===== src/rtl/el2_pkg.sv =====
// Shared el2 core types: parameter bundle and DCCM init FSM states.
// Defaults mirror the standard el2_param.vh DCCM configuration.
package el2_pkg;

   typedef struct packed {
      int unsigned DCCM_NUM_BANKS;
      int unsigned DCCM_BITS;
      int unsigned DCCM_BANK_BITS;
      int unsigned DCCM_DATA_WIDTH;
      int unsigned DCCM_FDATA_WIDTH;
   } el2_param_t;

   localparam el2_param_t EL2_PARAM_DEFAULT = '{
      DCCM_NUM_BANKS   : 4,
      DCCM_BITS        : 16,
      DCCM_BANK_BITS   : 2,
      DCCM_DATA_WIDTH  : 32,
      DCCM_FDATA_WIDTH : 39
   };

   typedef enum logic [1:0] {
      IDLE = 2'd0,
      INIT = 2'd1,
      DONE = 2'd2
   } el2_dccm_init_state_e;

endpackage


===== src/rtl/el2_dccm_init_ctrl.sv =====
// DCCM zero-fill sweeper sitting between the LSU DCCM port and the memory.
// While sweeping it owns every bank; otherwise it is a transparent wire.
module el2_dccm_init_ctrl
   import el2_pkg::*;
#(
   parameter el2_param_t pt        = EL2_PARAM_DEFAULT,
   parameter int         AUTO_INIT = 1,
   localparam int NB    = int'(pt.DCCM_NUM_BANKS),
   localparam int A_HI  = int'(pt.DCCM_BITS) - 1,
   localparam int A_LO  = int'(pt.DCCM_BANK_BITS) + 2,
   localparam int DW    = int'(pt.DCCM_DATA_WIDTH),
   localparam int ECC_W = int'(pt.DCCM_FDATA_WIDTH) - int'(pt.DCCM_DATA_WIDTH)
) (
   input  logic                clk,
   input  logic                rst,
   input  logic                init_req,
   output logic                init_busy,
   output logic                init_done,
   output logic                init_conflict,

   input  logic [NB-1:0]       core_dccm_clken,
   input  logic [NB-1:0]       core_dccm_wren_bank,
   input  logic [A_HI:A_LO]    core_dccm_addr_bank    [NB],
   input  logic [DW-1:0]       core_dccm_wr_data_bank [NB],
   input  logic [ECC_W-1:0]    core_dccm_wr_ecc_bank  [NB],

   output logic [NB-1:0]       dccm_clken,
   output logic [NB-1:0]       dccm_wren_bank,
   output logic [A_HI:A_LO]    dccm_addr_bank    [NB],
   output logic [DW-1:0]       dccm_wr_data_bank [NB],
   output logic [ECC_W-1:0]    dccm_wr_ecc_bank  [NB]
);

   localparam int ROW_W = int'(pt.DCCM_BITS) - int'(pt.DCCM_BANK_BITS) - 2;
   localparam int DEPTH = 2 ** ROW_W;
   localparam logic [ROW_W-1:0] LAST_ROW = ROW_W'(DEPTH - 1);

   el2_dccm_init_state_e state;
   logic [ROW_W-1:0]     row_cnt;
   logic                 start_pend;
   logic                 start;

   // A sweep begins on the first clock out of reset (auto mode) or on request;
   // both arriving together still produce a single sweep.
   assign start = (state == IDLE && start_pend) || init_req;

   // Sweep FSM, row counter and status flags; busy is a flop so the
   // memory mux never sees a combinational path from the core inputs.
   always_ff @(posedge clk or posedge rst) begin
      if (rst) begin
         state         <= IDLE;
         row_cnt       <= '0;
         start_pend    <= (AUTO_INIT != 0);
         init_busy     <= 1'b0;
         init_done     <= 1'b0;
         init_conflict <= 1'b0;
      end else begin
         start_pend <= 1'b0;
         unique case (state)
            IDLE, DONE: begin
               if (start) begin
                  state         <= INIT;
                  row_cnt       <= '0;
                  init_busy     <= 1'b1;
                  init_done     <= 1'b0;
                  init_conflict <= 1'b0;
               end
            end
            INIT: begin
               if (|core_dccm_clken) begin
                  init_conflict <= 1'b1;
               end
               if (row_cnt == LAST_ROW) begin
                  state     <= DONE;
                  init_busy <= 1'b0;
                  init_done <= 1'b1;
               end else begin
                  row_cnt <= row_cnt + 1'b1;
               end
            end
            default: begin
               state     <= IDLE;
               init_busy <= 1'b0;
            end
         endcase
      end
   end

   // Memory-side mux: zero-write the current row on every bank while
   // sweeping, otherwise pass the core request straight through.
   always_comb begin
      dccm_clken     = core_dccm_clken;
      dccm_wren_bank = core_dccm_wren_bank;
      for (int b = 0; b < NB; b++) begin
         dccm_addr_bank[b]    = core_dccm_addr_bank[b];
         dccm_wr_data_bank[b] = core_dccm_wr_data_bank[b];
         dccm_wr_ecc_bank[b]  = core_dccm_wr_ecc_bank[b];
      end
      if (init_busy) begin
         dccm_clken     = '1;
         dccm_wren_bank = '1;
         for (int b = 0; b < NB; b++) begin
            dccm_addr_bank[b]    = row_cnt;
            dccm_wr_data_bank[b] = '0;
            dccm_wr_ecc_bank[b]  = '0;
         end
      end
   end

endmodule


===== config.mk =====
export PLATFORM = sky130hd
export DESIGN_NAME = el2_dccm_init_ctrl
export DESIGN_NICKNAME = d
export VERILOG_FILES = /design/src/rtl/el2_pkg.sv /design/src/rtl/el2_dccm_init_ctrl.sv
export SDC_FILE = /design/constraint.sdc
export NUM_CORES = 1
export LEC_CHECK = 0
export CAP_MARGIN = 20
export CORE_AREA = 2 2 166 168
export CTS_BUF_LIST = sky130_fd_sc_hd__clkbuf_4
export DETAILED_ROUTE_END_ITERATION = 16
export DIE_AREA = 0 0 168 170
export GPL_TIMING_DRIVEN = 0
export SLEW_MARGIN = 20
export SYNTH_ARGS = -nofsm -noshare
export SYNTH_HDL_FRONTEND = slang
export SYNTH_SLANG_ARGS = --single-unit

===== constraint.sdc =====
create_clock -name clk -period 2.3 [get_ports clk]
set_input_delay 0.69 -clock clk [delete_from_list [all_inputs] [get_ports clk]]
set_output_delay 0.69 -clock clk [all_outputs]
set_load 0.1 [all_outputs]

# == After elaboration in Yosys (flattened, before gate mapping) ==
# Index checks and enable logic that the tools add are counted.
# Widths: inputs -> output; s select.
# totals
register_bits,18
latch_bits,0
ramBits,0
mem_bits_ro,0
input_bits,215
output_inout_bits,215
wordCells,43
memories,0
# classes
addsub,1
n_mul,0
div,0
order_cmp,0
n_eq_ne,7
n_shift,0
muxes,19
bitwise_logic,0
reduce_logical,10
# ops
op,count
$mux 128,1
$mux 48,1
$mux 28,1
$mux 12,2
$pmux 12 s2,1
$add 12x1->12 const B,1
$eq 12x12->1 const B,1
$reduce_and 3->1,3
$mux 4,2
$ne 2x2->1 const B,4
$pmux 1 s2,3
$mux 1,5
$mux 2,2
$pmux 2 s2,1
$reduce_or 4->1,1
$eq 2x1->1 const B,1
$eq 2x2->1 const B,1
$logic_not 2->1,1
$reduce_and 2->1,1
$reduce_bool 2->1,1
$reduce_or 2->1,1
$logic_and 1x1->1,1
$logic_or 1x1->1,1

# == Logic depth before layout (Yosys ltp) ==
# Gate-level depths: netlist of the first run.
# logic_depth
depth_word,5
ltp_mapped,6
ltp_nobuf,6

# == Worst setup path before layout of the first run ==
# Ideal clock, no wire load.
# synth_path
kind,reg-to-output
from,reg init_busy
to,out dccm_addr_bank[0] in the netlist's numbering
arrival_ns,3.343
setup_slack_ns,-1.733
path_stages_with_launch,4
path_cell_list,dfrtp_1 -> buf_2 -> clkbuf_1 -> o21ai_0
# synth_rtl
item,line_no,text
from (decl),el2_dccm_init_ctrl.sv:17,"output logic init_busy,"
from (signal assigned),el2_dccm_init_ctrl.sv:54,init_busy <= 1'b0;
from (signal assigned),el2_dccm_init_ctrl.sv:64,init_busy <= 1'b1;
from (signal assigned),el2_dccm_init_ctrl.sv:75,init_busy <= 1'b0;
to (decl),el2_dccm_init_ctrl.sv:29,"output logic [A_HI:A_LO] dccm_addr_bank [NB],"

==> out/metrics.csv, run 1 <==
stage;metric;value;unit
outcome;outcome;finished, violations left;
outcome;failing checks;negative setup slack;
power;VDD IR-drop max;1.15;mV
sta;Rel. slew slack;33.3;%
critical_path;R2R setup slack;230;ps
global_routing;pin count of the biggest net entering global routing;19;
sta;Achievable Freq;409;MHz
final_layout;non-filler cells, final;1173;
sta;Final period util;106;%
critical_path;r2r startpoint;row_cnt[0]$_DFFE_PP0P_;
sta;Hold Fails Final Rpt;0;
sta;Slew Viols, Final;0;
critical_path;Critical Path End Type;output pin;
critical_path;WS Path Type;reg -> out;
power;internal power;3.84;mW
critical_path;CP startpoint;init_busy$_DFFE_PP0P_;
clocking;clk sinks;18;
floorplan;Ports;430;
final_layout;area delta synth->final;348;%
clocking;Skew-Pair Late Insertion Delay;310;ps
global_routing;global-route wire length before repair;32600;um
clocking;Reg clk slew, reported paths;110;ps
floorplan;total core area;26700;um^2
sta;worst hold slack;508;ps
power;combinational share of power;92.5;%
power;Sw Share;62.0;%
power;Power Total;10.1;mW
power;net switching power figure;6.25;mW
sta;Tmin final;2440;ps
clocking;Post-CTS Hold Fix Bufs;0;
critical_path;startpoint types;flip-flop;
yosys;Synth Warn #;0;
routing;total number of vias;4491;
clocking;CTS buffer count;3;
placed_design;number of port buffers;429;
routing;post-route ant nets;0;
power;Flop pwr share;5.7;%
critical_path;CP arrival;1750;ps
placed_design;Routability Congestion;0.815;
final_layout;layout cell share with drive strength beyond 1;58.2;%
floorplan;DIE HEIGHT;170;um
yosys;Mapped Cells;393;
yosys;#FFs+latches synth;18;
global_routing;vias in the first global route;4669;
floorplan;Starting Density;9.57;%
global_routing;grt ovf;0;
sta;# setup viols final;190;
final_layout;fill cell count;2409;
final_layout;final core utilization;42.9;%
yosys;asr flop ratio synth;100;%
yosys;ys flop type;dfrtp_1;
power;leakage;4.78;nW
critical_path;CP required;1610;ps
yosys;synth unique cells;44;
min_path;Hold Crit Class;reg -> reg;
clocking;CTS root buf;clkbuf_4;
critical_path;r2r worst-path depth;5;
final_layout;nets;1049;
floorplan;area of the die;28600;um^2
routing;First-pass DRT Iterations;4;
power;clock power share;1.8;%
clocking;htree depth;1;
critical_path;CP endpoint;dccm_wr_data_bank[20];
routing;Remaining DRCs;0;
floorplan;FP Rows;60;
floorplan;Die Wd;168;um
job;max cap viols;0;
placed_design;placed insts;1163;
clocking;Longest Clk Path Bufs;2;
global_routing;initial antenna violation count;1;
global_routing;total track usage;15.4;%
yosys;sequential cell area fraction in the yosys report;17.7;%
routing;Vias/cell;3.83;
sta;Clock Skew;6.97;ps
yosys;Post-Syn Nets;609;
yosys;number of synthesized flops with an enable pin;0;
routing;DR WL/cell;20.7;um
routing;initial DRC count;161;
yosys;Post-Syn Area;2550;um^2
routing;final WL;24300;um
power;Power per Cell Area;883;nW/um^2
yosys;post-synthesis average cell area;6.49;um^2
critical_path;Reg2Reg Capture Point;row_cnt[9]$_DFFE_PP0P_;
sta;worst setup margin;-144;ps
critical_path;crit path max fanout;10;
sta;RSZ-0062 raised after global routing;true;
sta;worst slew pin tran;1000;ps
clocking;CTS tree;yes;
placed_design;HPWL after DPL;19300;um
final_layout;# diodes;0;
[logic make-up after synthesis]
family                   count (synthesis)  synth area share [%]
AO/OA/AOI/OAI                           81                  18.9
AND/OR/NAND/NOR                        211                  50.2
other                                    1                 0.147
buffers and inverters                   79                  11.8
XOR/XNOR                                 1                 0.343
multiplexers                             1                 0.392
adder cells (fa/ha/maj)                  1                 0.490
flip-flops                              18                  17.7
[placed cells by master (no fill, tap or decap), types with 2 or more instances in the layout]
cell / n
clkdlybuf4s50_1: 214
buf_12: 185
nor2b_4: 142
inv_1: 51
o21ai_4: 47
buf_6: 21
dfrtp_1: 16
nor2b_2: 14
clkbuf_16: 12
nand2_8: 10
clkbuf_4: 9
a21oi_1: 8
or2_2: 8
clkbuf_8: 7
nand3_1: 7
nand2_1: 7
buf_8: 7
buf_4: 6
o21ai_0: 4
nor2_1: 4
nor3_1: 3
o21a_1: 3
a31oi_1: 3
dlygate4sd2_1: 3
nor2b_1: 2
and3_1: 2
o31ai_1: 2
a22o_2: 2
nand2_4: 2
[Yosys cell counts, drive strengths merged, types with 3 or more instances]
library cell / n / area (um^2)
nor2b: 158 / 988
inv: 52 / 198
o21ai: 52 / 260
clkbuf: 25 / 93.8
nand2: 19 / 71.3
dfrtp: 17 / 425
a21oi: 8 / 40.0
or2: 8 / 50.1
nand3: 7 / 35.0
nor2: 5 / 35.0
a22o: 3 / 28.8
a31oi: 3 / 18.8
and3: 3 / 20.0
nor3: 3 / 15.0
o21a: 3 / 22.5
[worst max-delay path, stage by stage, from the launching register on]
cell and delay (ps):
dfrtp_4 510, buf_12 150, clkbuf_16 170, clkbuf_8 210
nor2b_2 190, buf_12 190
[power by group through the flow]
| stage | combinational (mW) | clock (mW) | sequential, mW |
|---|---|---|---|
| after floorplan | 5.64 | 0 | 0.536 |
| after detailed placement | 7.46 | 0 | 0.512 |
| after global routing | 9.58 | 0.202 | 0.585 |
| after global placement | 7.47 | 0 | 0.512 |
| final | 9.33 | 0.184 | 0.571 |
| after CTS | 9.08 | 0.185 | 0.560 |
[per-stage QoR]
stage	setup slack [ps]	cell area, um^2	TNS, ps
after floorplan	-872	3910	-74520
after CTS	-168	10700	-21860
final	-144	11400	-15680
after detailed placement	-1120	8600	-178730
after global routing	-202	11400	-25950
after global placement	-1340	8630	-183900
[timing repair]
| item | in CTS | in global routing |
|---|---|---|
| endpoints found under the setup margin | 215 | 209 |
| setup buffers | 0 | 3 |
| pin swaps | 0 | 0 |
| resized for setup | 1846 | 169 |
| cloned | 1 | 2 |
[cell type report]
class | count | area, um^2 | area share (%)
well taps | 341 | 427 | 3.74
clock buffers | 4 | 30.0 | 0.263
multi-input cells | 296 | 3610 | 31.6
inverters | 52 | 198 | 1.73
repair buffers | 435 | 6250 | 54.7
flip-flops and latches | 18 | 455 | 3.99
plain buffers | 27 | 453 | 3.97
[flip-flops by register name (all words and copies together) (netlist names)]
name,flops
init_busy,1
init_conflict,1
init_done,1
row_cnt,12
start_pend,1
state,2
[per-layer routing]
layer  share of wire [%]  global-route usage [%]
met5               0.054                       0
met2                  52                    27.5
met1                  36                    17.6
met3                 9.5                    5.47
met4                 2.4                    3.40
[worst min-delay path by stage]
stage / startpoint / to / slack [ps] / cells after the start
global placement: init_conflict$_DFFE_PP0P_ / init_conflict$_DFFE_PP0P_ / 500 / 2
detailed placement: init_conflict$_DFFE_PP0P_ / init_conflict$_DFFE_PP0P_ / 490 / 2
finish: init_conflict$_DFFE_PP0P_ / init_conflict$_DFFE_PP0P_ / 510 / 2
floorplan: state[0]$_DFFE_PP0P_ / state[1]$_DFFE_PP0P_ / 520 / 1
global route: init_conflict$_DFFE_PP0P_ / init_conflict$_DFFE_PP0P_ / 560 / 2
CTS: init_conflict$_DFFE_PP0P_ / init_conflict$_DFFE_PP0P_ / 520 / 2
No activity file was read; power rests on OpenSTA's default activity.
==> inputs of run 2 (changes only) <==
--- a/config.mk
+++ b/config.mk
@@ -10,7 +10,7 @@
 export CTS_BUF_LIST = sky130_fd_sc_hd__clkbuf_4
 export DETAILED_ROUTE_END_ITERATION = 16
 export DIE_AREA = 0 0 168 170
-export GPL_TIMING_DRIVEN = 0
+export PLACE_DENSITY = 0.48
 export SLEW_MARGIN = 20
 export SYNTH_ARGS = -nofsm -noshare
 export SYNTH_HDL_FRONTEND = slang
==> run 2 against run 1 <==
Net effect:
- the run still ends with negative setup slack left
- setup slack improved by 110 ps
- flip-flop and latch count stayed put
- combinational power increased by 0.5%
- maximum frequency up 4.7%
- cell count grew 0.26%
- die area stayed put
- clock skew up 10 ps
- sequential share of layout area down 0.090 points
- worst hold slack gained 62 ps
- wire length down 4.8%
- via count shrank 2.2%
- critical path type unchanged
- largest power group unchanged
==> out/metrics.csv, run 2 (synthesis gave the netlist of run 1 again) <==
stage;metric;value;unit;change
outcome;outcome;finished, violations left;;unchanged
outcome;failing checks;negative setup slack;;unchanged
final_layout;nets;1052;;was 1049
routing;First-pass DRT Iterations;4;;unchanged
routing;initial DRC count;153;;was 161
final_layout;biggest regs;row_cnt (12), state (2);;unchanged
sta;Clock Skew;17.3;ps;was 6.97 ps
floorplan;total core area;26700;um^2;unchanged
floorplan;FP Rows;60;;unchanged
clocking;Longest Clk Path Bufs;2;;unchanged
sta;Slew Viols, Final;0;;unchanged
floorplan;DIE HEIGHT;170;um;unchanged
job;max cap viols;0;;unchanged
global_routing;pin count of the biggest net entering global routing;70;;was 19
floorplan;area of the die;28600;um^2;unchanged
floorplan;Starting Density;9.57;%;unchanged
critical_path;R2R setup slack;250;ps;was 230 ps
final_layout;area delta synth->final;358;%;was 348%
final_layout;most frequent cells in the layout;buf_12, clkdlybuf4s50_1, nor2b_4;;was clkdlybuf4s50_1, buf_12, nor2b_4
sta;Tmin final;2330;ps;was 2440 ps
clocking;CTS root buf;clkbuf_4;;unchanged
global_routing;global-route wire length before repair;30400;um;was 32600 um
final_layout;# diodes;0;;unchanged
final_layout;final core utilization;43.8;%;was 42.9%
global_routing;total track usage;14.4;%;was 15.4%
power;leakage;4.89;nW;was 4.78 nW
sta;worst setup margin;-33.6;ps;was -144 ps
power;VDD IR-drop max;1.21;mV;was 1.15 mV
final_layout;layout cell share with drive strength beyond 1;58.3;%;was 58.2%
final_layout;most common cell after layout, fill and taps aside;buf_12;;was clkdlybuf4s50_1
critical_path;CP arrival;1640;ps;was 1750 ps
min_path;Hold Crit Class;reg -> reg;;unchanged
critical_path;startpoint types;flip-flop;;unchanged
global_routing;initial antenna violation count;2;;was 1
routing;total number of vias;4394;;was 4491
clocking;Reg clk slew, reported paths;120;ps;was 110 ps
critical_path;WS Path Type;reg -> out;;unchanged
routing;Vias/cell;3.74;;was 3.83
global_routing;grt ovf;0;;unchanged
sta;Final period util;101;%;was 106%
floorplan;Die Wd;168;um;unchanged
sta;Achievable Freq;429;MHz;was 409 MHz
critical_path;r2r worst-path depth;5;;unchanged
final_layout;number of flip-flops in the largest register;12;;unchanged
sta;Hold Fails Final Rpt;0;;unchanged
routing;DR WL/cell;19.6;um;was 20.7 um
power;Power Total;10.1;mW;about the same
critical_path;CP endpoint;dccm_wr_data_bank[68];;was dccm_wr_data_bank[20]
global_routing;vias in the first global route;4322;;was 4669
placed_design;DP Worst Slack;-253;ps;was -1120 ps
clocking;Skew-Pair Late Insertion Delay;300;ps;was 310 ps
final_layout;Biggest register;row_cnt;;unchanged
floorplan;Ports;430;;unchanged
critical_path;CP startpoint;init_busy$_DFFE_PP0P_;;unchanged
clocking;CTS tree;yes;;unchanged
placed_design;placed insts;1158;;was 1163
clocking;Post-CTS Hold Fix Bufs;0;;unchanged
clocking;CTS buffer count;3;;unchanged
critical_path;crit path max fanout;35;;was 10
critical_path;Reg2Reg Capture Point;row_cnt[9]$_DFFE_PP0P_;;unchanged
final_layout;non-filler cells, final;1176;;was 1173
placed_design;HPWL after DPL;19200;um;was 19300 um
placed_design;Routability Congestion;0.783;;was 0.815
placed_design;number of port buffers;429;;unchanged
critical_path;r2r startpoint;row_cnt[0]$_DFFE_PP0P_;;unchanged
routing;final WL;23100;um;was 24300 um
sta;# setup viols final;57;;was 190
critical_path;CP required;1610;ps;about the same
critical_path;Critical Path End Type;output pin;;unchanged
sta;worst hold slack;571;ps;was 508 ps
clocking;htree depth;1;;unchanged
routing;Remaining DRCs;0;;unchanged
routing;post-route ant nets;0;;unchanged
clocking;clk sinks;18;;unchanged
power;Power per Cell Area;867;nW/um^2;was 883 nW/um^2
sta;RSZ-0062 raised after global routing;true;;unchanged
run 2: cell types whose count changed in the layout (fill, tap and decap cells not counted), moves of 3 or more:
cell	change
buf_12	+34
nor2b_4	-19
nor2b_2	+17
buf_6	-12
or2_2	-8
or2_4	+8
buf_16	+7
clkbuf_16	-7
clkbuf_8	-7
buf_8	-6
clkbuf_4	-6
clkdlybuf4s50_1	-4
nand2_8	-3
run 2: area by class of cell:
cell class                      instances  area (um^2)
Fill cell                            2443        15000
Clock inverter                          1         3.75
Inverter                               52          198
Tap cell                              341          427
Sequential cell                        18          455
Clock buffer                            3         22.5
Timing Repair Buffer                  465         7080
Multi-Input combinational cell        296         3500
run 2: how the worst min path moves through the flow:
stage / start / endpoint / slack, ps / depth (start not counted)
finish: init_conflict$_DFFE_PP0P_ / init_conflict$_DFFE_PP0P_ / 570 / 2
CTS: init_conflict$_DFFE_PP0P_ / init_conflict$_DFFE_PP0P_ / 570 / 2
global route: init_conflict$_DFFE_PP0P_ / init_conflict$_DFFE_PP0P_ / 620 / 2
global placement: init_conflict$_DFFE_PP0P_ / init_conflict$_DFFE_PP0P_ / 540 / 2
floorplan: state[0]$_DFFE_PP0P_ / state[1]$_DFFE_PP0P_ / 520 / 1
detailed placement: init_conflict$_DFFE_PP0P_ / init_conflict$_DFFE_PP0P_ / 550 / 2
run 2: metrics by stage:
| stage | cell area, um^2 | TNS (ps) |
|---|---|---|
| after CTS | 11200 | -7150 |
| after global routing | 11700 | -8980 |
| after detailed placement | 10700 | -632 |
| final | 11700 | -959 |
| after floorplan | 3910 | -74520 |
| after global placement | 10700 | -775 |
run 2: repair_timing:
action / in CTS / in global routing
pin swaps: 0 / 7
setup buffers: 4 / 0
gates resized for setup: 101 / 62
setup endpoints to repair: 189 / 208
cloned: 4 / 7
run 2: critical path, cell delays in order (launching register included):
cell	delay, ps
dfrtp_4	510
buf_6	180
buf_16	220
nor2b_2	200
buf_12	190
run 2: routing by layer:
layer	vias up	routed length (um)	GRT usage [%]
met2	213	11500	24.7
met1	2055	9850	19.2
li1	2122	-	-
met4	0	39	0.907
met3	4	1690	3.60
met5	-	0	0
run 2: power by group:
part / total, mW / switching [mW] / internal, mW
Combinational: 9.38 / 5.89 / 3.49
Sequential: 0.588 / 0.197 / 0.392
Clock: 0.167 / 0.104 / 0.0632
Total: 10.1 / 6.19 / 3.95
==> inputs of run 3 (changes only) <==
--- a/config.mk
+++ b/config.mk
@@ -6,11 +6,12 @@
 export NUM_CORES = 1
 export LEC_CHECK = 0
 export CAP_MARGIN = 20
-export CORE_AREA = 2 2 166 168
+export CORE_AREA = 5 5 165 167
 export CTS_BUF_LIST = sky130_fd_sc_hd__clkbuf_4
 export DETAILED_ROUTE_END_ITERATION = 16
-export DIE_AREA = 0 0 168 170
-export PLACE_DENSITY = 0.48
+export DIE_AREA = 0 0 170 172
+export GPL_TIMING_DRIVEN = 0
+export PLACE_DENSITY = 0.5
 export SLEW_MARGIN = 20
 export SYNTH_ARGS = -nofsm -noshare
 export SYNTH_HDL_FRONTEND = slang
==> run 3 against run 2 <==
Net effect:
- largest power group unchanged
- worst hold slack worse by 66 ps
- die area increased by 2.4%
- total power decreased by 0.69%
- cell area fell by 1.9%
- global-route usage is 0.34 points lower
- setup slack worse by 61 ps
- the flow still finishes with violations (negative setup slack)
- highest routed layer is now met5
- critical path type unchanged
- combinational power shrank 0.5%
- maximum frequency is 2.5% lower
- clock power rose by 2%
==> out/metrics.csv, run 3 (synthesis gave the netlist of run 1 again) <==
stage;metric;value;unit;change
outcome;outcome;finished, violations left;;unchanged
outcome;failing checks;negative setup slack;;unchanged
sta;worst slew pin tran;985;ps;
critical_path;WS Path Type;reg -> out;;unchanged
sta;# setup viols final;184;;was 57
global_routing;global-route wire length before repair;31200;um;was 30400 um
placed_design;placed insts;1157;;was 1158
power;Power per Cell Area;878;nW/um^2;was 867 nW/um^2
critical_path;CP arrival;1700;ps;was 1640 ps
sta;TNS Setup;-7380;ps;was -959 ps
floorplan;area of the die;29200;um^2;was 28600 um^2
sta;worst setup margin;-94.5;ps;was -33.6 ps
floorplan;total core area;25600;um^2;was 26700 um^2
final_layout;most frequent cells in the layout;clkdlybuf4s50_1, buf_12, nor2b_4;;was buf_12, clkdlybuf4s50_1, nor2b_4
final_layout;nets;1051;;was 1052
critical_path;Critical Path End Type;output pin;;unchanged
sta;Hold Fails Final Rpt;0;;unchanged
floorplan;Starting Density;9.96;%;was 9.57%
power;Sw Share;61.9;%;was 61.1%
routing;initial DRC count;84;;was 153
final_layout;number of flip-flops in the largest register;12;;unchanged
final_layout;# diodes;0;;unchanged
final_layout;biggest regs;row_cnt (12), state (2);;unchanged
routing;First-pass DRT Iterations;4;;unchanged
sta;Final period util;104;%;was 101%
placed_design;number of port buffers;429;;unchanged
min_path;Hold Crit Class;reg -> reg;;unchanged
global_routing;vias in the first global route;4572;;was 4322
power;combinational share of power;92.7;%;was 92.5%
power;internal power;3.83;mW;was 3.95 mW
final_layout;layout cell share with drive strength beyond 1;58.0;%;was 58.3%
power;Flop pwr share;5.6;%;was 5.8%
job;max cap viols;0;;unchanged
global_routing;pin count of the biggest net entering global routing;19;;was 70
routing;DR WL/cell;20.5;um;was 19.6 um
clocking;CTS root buf;clkbuf_4;;unchanged
global_routing;total track usage;14.1;%;was 14.4%
routing;Vias/cell;3.79;;was 3.74
floorplan;FP Rows;59;;was 60
clocking;CTS buffer count;3;;unchanged
final_layout;most common cell after layout, fill and taps aside;clkdlybuf4s50_1;;was buf_12
power;VDD IR-drop max;1.08;mV;was 1.21 mV
global_routing;initial antenna violation count;1;;was 2
power;clock power share;1.7;%;was 1.6%
power;net switching power figure;6.24;mW;was 6.19 mW
floorplan;Ports;430;;unchanged
routing;total number of vias;4428;;was 4394
placed_design;HPWL after DPL;19700;um;was 19200 um
critical_path;CP required;1610;ps;about the same
final_layout;area delta synth->final;350;%;was 358%
clocking;Skew-Pair Late Insertion Delay;300;ps;about the same
clocking;Post-CTS Hold Fix Bufs;0;;unchanged
sta;RSZ-0062 raised after global routing;true;;unchanged
routing;Remaining DRCs;0;;unchanged
clocking;Longest Clk Path Bufs;2;;unchanged
final_layout;non-filler cells, final;1169;;was 1176
global_routing;grt ovf;0;;unchanged
critical_path;startpoint types;flip-flop;;unchanged
floorplan;DIE HEIGHT;172;um;was 170 um
clocking;Reg clk slew, reported paths;110;ps;was 120 ps
sta;Achievable Freq;418;MHz;was 429 MHz
power;leakage;4.81;nW;was 4.89 nW
routing;final WL;24000;um;was 23100 um
final_layout;Biggest register;row_cnt;;unchanged
sta;Clock Skew;2.09;ps;was 17.3 ps
sta;Rel. slew slack;34.6;%;
clocking;clk sinks;18;;unchanged
sta;Tmin final;2390;ps;was 2330 ps
routing;post-route ant nets;0;;unchanged
clocking;htree depth;1;;unchanged
placed_design;Routability Congestion;0.785;;was 0.783
floorplan;Die Wd;170;um;was 168 um
sta;Slew Viols, Final;0;;unchanged
critical_path;crit path max fanout;11;;was 35
clocking;CTS tree;yes;;unchanged
run 3: what timing repair did:
| item | 4_1_cts | 5_1_grt |
|---|---|---|
| setup buffers | 0 | 5 |
| pin swaps | 0 | 0 |
| resized for setup | 1663 | 391 |
| endpoints found under the hold margin | 0 | 0 |
| cloned | 0 | 3 |
| setup endpoints to repair | 215 | 208 |
run 3: path summary, 6_finish.rpt:
check | slack (ps) | start | endpoint | depth (start not counted)
max in group asynchronous | 970 | rst | init_busy$_DFFE_PP0P_ | 2
min | 500 | init_conflict$_DFFE_PP0P_ | init_conflict$_DFFE_PP0P_ | 2
min reg2reg | 500 | init_conflict$_DFFE_PP0P_ | init_conflict$_DFFE_PP0P_ | 2
min in group asynchronous | 790 | rst | row_cnt[4]$_DFFE_PP0P_ | 2
max reg2reg | 240 | row_cnt[1]$_DFFE_PP0P_ | row_cnt[6]$_DFFE_PP0P_ | 6
max | -90 | init_busy$_DFFE_PP0P_ | dccm_wr_data_bank[60] | 5
run 3: final cells by class:
class | instances | area, um^2
clock inverters | 1 | 3.75
repair buffers | 437 | 6260
well taps | 335 | 419
clock buffers | 3 | 22.5
fillers | 2297 | 14100
inverters | 52 | 198
plain buffers | 27 | 448
multi-input cells | 296 | 3660
flip-flops and latches | 18 | 455
run 3: power by group through the flow:
stage / clock network [mW] / registers [mW] / logic (mW)
floorplan: 0 / 0.536 / 5.64
global placement: 0 / 0.510 / 7.48
detailed placement: 0 / 0.512 / 7.47
CTS: 0.189 / 0.544 / 8.52
global route: 0.197 / 0.584 / 9.61
finish: 0.171 / 0.563 / 9.33
run 3: metal layers:
layer  share of wire (%)  global-route usage [%]  vias to the layer above
li1                    -                       -                     2123
met1                  36                    16.6                     2056
met2                  54                    26.5                      231
met3                 8.9                    4.00                       16
met4                 1.4                    1.04                        2
met5               0.054                       0                        -
run 3: critical path, cell delays in order (launching register included):
cell,delay (ps)
dfrtp_4,500
buf_12,150
buf_8,170
buf_12,180
nor2b_4,190
buf_12,200
run 3: stage by stage:
step	instance area, um^2	hold slack, ps	total power, mW	utilization (%)	setup slack, ps
floorplan	3910	521	6.18	-	-872
global placement	8630	477	7.99	33.7	-1140
global route	11500	538	10.4	44.8	-184
finish	11500	504	10.1	44.8	-94.5
detailed placement	8610	487	7.98	33.6	-1090
CTS	9810	513	9.25	38.3	-232
